--- config.mk ---
export PLATFORM = sky130hd
export DESIGN_NAME = hazard_control_unit
export DESIGN_NICKNAME = d
export VERILOG_FILES = /design/src/rtl/hazard_control_unit.sv
export SDC_FILE = /design/constraint.sdc
export NUM_CORES = 1
export LEC_CHECK = 0
export BUFFER_PORTS_ARGS = -buffer_cell sky130_fd_sc_hd__buf_4
export CAP_MARGIN = 20
export CORE_MARGIN = 2
export CORE_UTILIZATION = 38
export CTS_BUF_LIST = sky130_fd_sc_hd__clkbuf_16
export DETAILED_ROUTE_END_ITERATION = 8
export GPL_TIMING_DRIVEN = 0
export PLACE_DENSITY_LB_ADDON = 0.2
export SYNTH_ARGS = -nofsm -noshare
export SYNTH_HDL_FRONTEND = slang
export SYNTH_SLANG_ARGS = --single-unit
--- constraint.sdc ---
create_clock -name clk -period 1.7 [get_ports clk]
set_clock_uncertainty 0.05 [all_clocks]
set_input_delay 0.085 -clock clk [delete_from_list [all_inputs] [get_ports clk]]
set_output_delay 0.085 -clock clk [all_outputs]
set_load 0.05 [all_outputs]
--- src/rtl/hazard_control_unit.sv ---
// rtl/hazard_control_unit.sv - pipeline stall/flush controller with memory-wait timeout FSM
// Optional PERF_CNT_EN enables saturating load-use / mem-wait / flush performance counters.
module hazard_control_unit #(
  parameter int MEM_TIMEOUT = 16,
  parameter int CNT_W       = 32
) (
  input  logic             clk,
  input  logic             rst_n,
  input  logic [4:0]       ifid_rs1,
  input  logic [4:0]       ifid_rs2,
  input  logic             ifid_uses_rs1,
  input  logic             ifid_uses_rs2,
  input  logic             idex_memread,
  input  logic [4:0]       idex_rd,
  input  logic             exmem_mem_access,
  input  logic             dmem_ready,
  input  logic             branch_taken,
  output logic             pc_write,
  output logic             ifid_write,
  output logic             ifid_flush,
  output logic             idex_bubble,
  output logic             pipe_hold,
  output logic             mem_err,
  output logic [1:0]       state,
  output logic [CNT_W-1:0] load_use_cnt,
  output logic [CNT_W-1:0] mem_wait_cnt,
  output logic [CNT_W-1:0] flush_cnt
);

  typedef enum logic [1:0] {RUN = 2'd0, MEM_WAIT = 2'd1, HALT = 2'd2} state_t;

  localparam logic [7:0] WAIT_LAST = 8'(MEM_TIMEOUT - 1);

  state_t     state_q, state_d;
  logic [7:0] wait_q, wait_d;
  logic       err_d;
  logic       mem_stall, load_use;

  assign mem_stall = exmem_mem_access && !dmem_ready;
  assign load_use  = idex_memread && (idex_rd != 5'd0) &&
                     ((ifid_uses_rs1 && (idex_rd == ifid_rs1)) ||
                      (ifid_uses_rs2 && (idex_rd == ifid_rs2)));
  assign state     = state_q;

  always_ff @(posedge clk or negedge rst_n) begin
    if (!rst_n) begin
      state_q <= RUN;
      wait_q  <= 8'd0;
      mem_err <= 1'b0;
    end else begin
      state_q <= state_d;
      wait_q  <= wait_d;
      mem_err <= err_d;
    end
  end

  // wait_q counts stalled cycles of the current access, including the first one seen in RUN
  always_comb begin
    state_d = state_q;
    wait_d  = wait_q;
    err_d   = mem_err;
    case (state_q)
      RUN: begin
        if (mem_stall) begin
          state_d = MEM_WAIT;
          wait_d  = 8'd1;
        end
      end
      MEM_WAIT: begin
        if (!mem_stall) begin
          state_d = RUN;
          wait_d  = 8'd0;
        end else if (wait_q < WAIT_LAST) begin
          wait_d = wait_q + 8'd1;
        end else begin
          state_d = HALT;
          err_d   = 1'b1;
        end
      end
      HALT:    state_d = HALT;
      default: state_d = RUN;
    endcase
  end

  always_comb begin
    pc_write    = 1'b0;
    ifid_write  = 1'b0;
    ifid_flush  = 1'b0;
    idex_bubble = 1'b0;
    pipe_hold   = 1'b0;
    if (rst_n) begin
      if (state_q == HALT || mem_stall) begin
        pipe_hold = 1'b1;
      end else if (branch_taken) begin
        pc_write    = 1'b1;
        ifid_write  = 1'b1;
        ifid_flush  = 1'b1;
        idex_bubble = 1'b1;
      end else if (load_use) begin
        idex_bubble = 1'b1;
      end else begin
        pc_write   = 1'b1;
        ifid_write = 1'b1;
      end
    end
  end

`ifdef PERF_CNT_EN
  logic lu_act, mw_act, fl_act;

  assign mw_act = (state_q != HALT) && mem_stall;
  assign fl_act = (state_q != HALT) && !mem_stall && branch_taken;
  assign lu_act = (state_q != HALT) && !mem_stall && !branch_taken && load_use;

  always_ff @(posedge clk or negedge rst_n) begin
    if (!rst_n) begin
      load_use_cnt <= '0;
      mem_wait_cnt <= '0;
      flush_cnt    <= '0;
    end else begin
      if (lu_act && (load_use_cnt != '1)) load_use_cnt <= load_use_cnt + 1'b1;
      if (mw_act && (mem_wait_cnt != '1)) mem_wait_cnt <= mem_wait_cnt + 1'b1;
      if (fl_act && (flush_cnt != '1))    flush_cnt    <= flush_cnt + 1'b1;
    end
  end
`else
  assign load_use_cnt = '0;
  assign mem_wait_cnt = '0;
  assign flush_cnt    = '0;
`endif

endmodule
==> results.sh, run 1 <==
export IMPL_rsz0062_at_grt="false"
export IMPL_slowest_delay_ns=0.36
export IMPL_die_width_um=65.2
export IMPL_drtIter0Drc=12
export IMPL_io_pins=127
export IMPL_r2r_end="wait_q[3]"
export IMPL_grt_total_usage_pct=11.9
export IMPL_cts_sinks=11
export IMPL_worstMarginPinSlew_ns=0.497
export IMPL_grt_pass1_vias=903
export IMPL_clock_fmax_ghz=0.616
export IMPL_synth_area_leaders="buf_4, dfrtp_1, xor2_1"
export IMPL_worstPathMaxFanout=3
export IMPL_slew_headroom_pct=66.5
export IMPL_critical_path_top_delay_family="compound AO/OA/AOI/OAI gates"
export IMPL_r2r_start="wait_q[7]"
export IMPL_cts_tree="built"
export IMPL_dieArea_sq_um=4260
export IMPL_final_cells=352
export IMPL_min_period_over_period_pct=95.4
export IMPL_rr_worst_depth=4
export IMPL_yosys_warnings=0
export IMPL_max_cap_violations=0
export IMPL_worstSetupPathType="primary input to output pin"
export IMPL_cts_max_level=1
export IMPL_place_port_buffers=30
export IMPL_syn_to_final_growth_pct=54.9
export IMPL_drc_errors=0
export IMPL_endpoint_kind="output pin"
export IMPL_ir_drop_v=0.000597
export IMPL_crit_slowest_cell="o31a_2"
export IMPL_fin_crit_ns=1.62
export IMPL_critPathBufInv=3
export IMPL_power_uw=1520
export IMPL_fill_cells=363
export IMPL_syn_avg_cell_area_sq_um=8.33
export IMPL_multi_input_area_sq_um=797
export IMPL_synth_edff_count=0
export IMPL_worst_r2r_setup_slack_ns=0.09
export IMPL_ys_seq_area_share_pct=19.3
export IMPL_grt_ovfl_total=0
export IMPL_yosysMostFrequentCell="buf_4"
export IMPL_dp_cells=344
export IMPL_synthCells=171
export IMPL_cp_start_kind="primary input"
export IMPL_antenna_found_initial=0
export IMPL_syn_cell_area_sq_um=1430
export IMPL_drt_wirelength_per_cell_um=7.84
export IMPL_report_final_slew_viol_count=0
export IMPL_place_congestion=0.823
export IMPL_grt_pass1_wl_um=4000
export IMPL_synth_largest_area_cell="buf_4"
export IMPL_synth_cell_types=32
export IMPL_layout_nets=329
export IMPL_drive_above_1_share_pct=46.4
export IMPL_worstPathCellList="buf_4, xor2_1, nor4_1, a32oi_1, o31a_2, buf_4, buf_4"
export IMPL_holdCritPathClass="primary input to async pin"
export IMPL_fin_util_pct=60.7
export IMPL_dr_pass1_iters=4
export IMPL_cts_max_path_buffers=2
export IMPL_insertion_delay_ns=0.24
export IMPL_hold_viol=0
export IMPL_synth_ff_type="dfrtp_1"
export IMPL_crit_required_ns=1.56
export IMPL_finalSetupViolations=0
export IMPL_coreArea_sq_um=3630
export IMPL_p_per_area_nw_per_um2=686
export IMPL_antenna_left=0
export IMPL_start_util_pct=39.2
export IMPL_ys_ff_latch=11
export IMPL_numCtsBuffers=3
export IMPL_final_seq_area_sq_um=278
export IMPL_rows=22
export IMPL_drt_total_wl_um=2760
export IMPL_antennaDiodeCount=0
export IMPL_crit_top_cell="buf_4"
export IMPL_hpwlAfterDp_um=2370
export IMPL_die_h_um=65.2
export IMPL_power_leakage_uw=0.00137
export IMPL_via_per_inst=3.27
export IMPL_cp_arrival_ns=1.49
export IMPL_synth_top_cells_by_count="buf_4, dfrtp_1, xor2_1, nand2_1, nor2b_1"
export IMPL_synth_async_reset_ratio_pct=100
export IMPL_grt_max_degree=15
export IMPL_synth_top_area_share_pct=51.1
export IMPL_vias=1151
export IMPL_outcome="complete, no violations"
export IMPL_cts_root_buffer_cell="clkbuf_16"
export IMPL_clkTransAtPathRegs_ns=0.04
-- cells by family (layout without fill, tap and decap cells) --
group,Yosys count,after routing,share of synthesized area (%)
buf+inv,99,137,51.6
simple gates,31,31,13.2
compound gates,17,17,7.90
flops,11,11,19.3
xor+xnor,10,10,6.15
fa+ha+maj,1,1,0.878
other cells,1,96,0.263
mux,1,1,0.702
-- metal layers --
layer	up-vias	track usage, %	share of wire [%]
met4	0	6.25	1.8
met3	5	3.94	14
met2	69	21.7	50
met5	-	0	0
li1	634	-	-
met1	443	12.0	34
-- state kept, by name, summed over array words and instances (netlist names) --
signal / count
wait_q: 8
mem_err: 1
state: 2
-- stage by stage --
step                      TNS, ns  cell area, sq um  hold WS [ns]  setup WS (ns)
final                           0              2210         0.167         0.0778
after global routing            0              2210         0.205       0.000564
after CTS                       0              2180         0.160         0.0265
after detailed placement  -0.0261              2090        -0.113        -0.0261
after global placement    -0.0284              2090        -0.115        -0.0284
after floorplan                 0              1800        -0.261         0.0223
-- timing repair --
item,4_1_cts,5_1_grt
setup endpoints to repair,1,3
setup buffers,1,2
hold endpoints to repair,11,0
hold buffers,1,0
gates resized for setup,1,1
pin swaps,1,1
-- worst max-delay path by stage --
stage	start	endpoint	slack, ns	cells after the start
6_report	idex_rd[3]	pc_write	0.08	7
5_1_grt	wait_q[7]	wait_q[3]	0.0006	4
4_1_cts	state[0]	pc_write	0.03	5
3_5_place_dp	idex_rd[1]	pc_write	-0.03	6
3_3_place_gp	idex_rd[1]	pc_write	-0.03	6
2_1_floorplan	idex_rd[1]	pc_write	0.02	4
-- power by group --
part           leakage, uW  switching, uW  internal, uW
clock            0.0000423            120           309
combinational      0.00118            577           231
sequential        0.000147           8.64           270
-- area by class of cell --
cell class,count,share of cell area [%]
Multi-Input combinational cell,156,36.1
Buffer,97,33.0
Sequential cell,11,12.6
Timing Repair Buffer,34,11.7
Clock buffer,3,3.40
Tap cell,48,2.72
Inverter,2,0.340
Clock inverter,1,0.170
-- layout by cell type (no fill, tap or decap) --
| master | count |
|---|---|
| dfrtp_1 | 9 |
| nor2b_1 | 6 |
| o21ai_0 | 3 |
| dlygate4sd3_1 | 1 |
| nand3_1 | 4 |
| and3_1 | 1 |
| nand2b_1 | 1 |
| a21boi_2 | 1 |
| dfrtp_2 | 2 |
| nor4_1 | 2 |
| nand4_1 | 1 |
| a31oi_1 | 2 |
| conb_1 | 96 |
| clkbuf_16 | 3 |
| a21boi_0 | 1 |
| o21ai_1 | 1 |
| nor2_1 | 2 |
| and2_1 | 2 |
| and2_2 | 1 |
| a32oi_1 | 1 |
| o31a_2 | 1 |
| xnor2_1 | 2 |
| o22ai_1 | 1 |
| and2_0 | 1 |
| nand2_1 | 6 |
| o21bai_1 | 1 |
| inv_1 | 3 |
| ha_1 | 1 |
| o31ai_4 | 1 |
| buf_4 | 130 |
| a311oi_1 | 1 |
| mux2i_1 | 1 |
| nor4_4 | 1 |
| a21oi_1 | 2 |
| or4_1 | 2 |
| a21o_1 | 1 |
| xor2_1 | 8 |
| nand2b_4 | 1 |
No activity file was read; power rests on OpenSTA's default activity.
==> inputs of run 2 (changes only) <==
ABC_CLOCK_PERIOD_IN_PS = 1700   (was unset)
MAX_ROUTING_LAYER = met4   (was unset)
==> run 2 against run 1 <==
  * Clock power barely moved
  * Final area did not move
  * First-iteration DRC count fell by 8.3%
  * Flip-flop and latch count did not move
  * Total power barely moved
  * Worst setup slack did not move
  * Sequential power barely moved
  * Wire length barely moved
  * Combinational power barely moved
  * Critical path depth did not move
  * Die area did not move
  * Largest cell class unchanged
==> results.sh, run 2 (synthesis results as in run 1) <==
export IMPL_outcome="complete, no violations"
export IMPL_largest_reg_flops=8
export IMPL_holdCritPathClass="primary input to async pin"
export IMPL_worstPathMaxFanout=3
export IMPL_final_common_cell="buf_4"
export IMPL_io_pins=127
export IMPL_drt_total_wl_um=2760
export IMPL_ir_drop_v=0.000597
export IMPL_die_h_um=65.2
export IMPL_max_cap_violations=0
export IMPL_grt_max_degree=15
export IMPL_drc_errors=0
export IMPL_die_width_um=65.2
export IMPL_startpoint="idex_rd[3]"
export IMPL_rsz0062_at_grt="false"
export IMPL_coreArea_sq_um=3630
export IMPL_clkTransAtPathRegs_ns=0.04
export IMPL_dr_wl_met2_um=1370
export IMPL_grt_pass1_vias=903
export IMPL_drtIter0Drc=11
export IMPL_cts_max_level=1
export IMPL_grt_total_usage_pct=12.3
export IMPL_place_port_buffers=30
export IMPL_fin_area_sq_um=2210
export IMPL_worst_r2r_setup_slack_ns=0.09
export IMPL_min_period_over_period_pct=95.4
export IMPL_vias=1151
export IMPL_clock_fmax_ghz=0.616
export IMPL_place_congestion=0.835
export IMPL_cts_max_path_buffers=2
export IMPL_rr_worst_depth=4
export IMPL_finalSetupViolations=0
export IMPL_r2r_start="wait_q[7]"
export IMPL_r2r_end="wait_q[3]"
export IMPL_hold_viol=0
export IMPL_cp_start_kind="primary input"
export IMPL_cts_tree="built"
export IMPL_report_final_slew_viol_count=0
export IMPL_hpwlAfterDp_um=2370
export IMPL_mostFrequentLayoutCells="buf_4, conb_1, dfrtp_1"
export IMPL_fin_crit_ns=1.62
export IMPL_cts_root_buffer_cell="clkbuf_16"
export IMPL_regMostFlops="wait_q"
export IMPL_slew_headroom_pct=66.6
export IMPL_crit_end="pc_write"
export IMPL_worstMarginPinSlew_ns=0.496
export IMPL_top_layer_used="met4"
export IMPL_dpl_cell_area_sq_um=2090
export IMPL_numCtsBuffers=3
export IMPL_fin_util_pct=60.7
export IMPL_rows=22
export IMPL_antennaDiodeCount=0
export IMPL_antenna_found_initial=0
export IMPL_layout_nets=329
export IMPL_wl_met1_um=953
export IMPL_p_per_area_nw_per_um2=686
export IMPL_worstSetupPathType="primary input to output pin"
export IMPL_crit_required_ns=1.56
export IMPL_insertion_delay_ns=0.24
export IMPL_drt_wirelength_per_cell_um=7.84
export IMPL_via_per_inst=3.27
export IMPL_grt_ovfl_total=0
export IMPL_antenna_left=0
export IMPL_power_uw=1520
export IMPL_syn_to_final_growth_pct=54.9
export IMPL_drive_above_1_share_pct=46.4
export IMPL_cp_arrival_ns=1.49
export IMPL_start_util_pct=39.2
export IMPL_endpoint_kind="output pin"
export IMPL_dieArea_sq_um=4260
export IMPL_dr_pass1_iters=4
export IMPL_met3_length_um=382
export IMPL_grt_pass1_wl_um=4000
export IMPL_power_leakage_uw=0.00137
export IMPL_cts_sinks=11
export IMPL_holdWs_ns=0.167
-- run 2: cell counts in the layout (fill, tap and decap cells not counted) --
Identical to the previous run, type by type.
-- run 2: critical path: stages --
cell and delay, ns:
buf_4 0.12, xor2_1 0.15, nor4_1 0.29, a32oi_1 0.17, o31a_2 0.36, buf_4 0.13, buf_4 0.18
-- run 2: worst min-delay path by stage --
| stage | slack [ns] | end |
|---|---|---|
| 2_1_floorplan | -0.26 | mem_err |
| 3_3_place_gp | -0.11 | wait_q[6] |
| 3_5_place_dp | -0.11 | wait_q[6] |
| 4_1_cts | 0.16 | wait_q[1] |
| 5_1_grt | 0.20 | wait_q[6] |
| 6_report | 0.17 | wait_q[6] |
-- run 2: cell type report --
type / count / area (sq um)
plain buffers: 97 / 728
clock buffers: 3 / 75.1
clock inverters: 1 / 3.75
fillers: 363 / 1430
inverters: 2 / 7.51
multi-input cells: 156 / 797
flip-flops and latches: 11 / 278
well taps: 48 / 60.1
repair buffers: 34 / 258
-- run 2: metrics by stage --
step | worst slack (ns) | TNS, ns | cells
detailed placement | -0.0261 | -0.0261 | 344
global route | 0.000564 | 0 | 352
CTS | 0.0265 | 0 | 350
global placement | -0.0284 | -0.0284 | 344
floorplan | 0.0223 | 0 | 266
finish | 0.0778 | 0 | 352
-- run 2: what timing repair did --
item                                    4_1_cts  5_1_grt
hold endpoints to repair                     11        0
pin swaps                                     1        1
setup buffers                                 1        2
endpoints found under the setup margin        1        3
resized for setup                             1        1
hold buffers                                  1        0
-- run 2: metal layers --
layer  vias up  global-route usage, %
met4         0                   6.25
li1        634                      -
met5         -                      -
met2        69                   21.7
met3         5                   3.77
met1       443                   12.1
-- run 2: where the power goes --
group          switching, uW  internal (uW)
Clock                    120            309
Combinational            577            231
Sequential              8.64            270
Total                    705            810
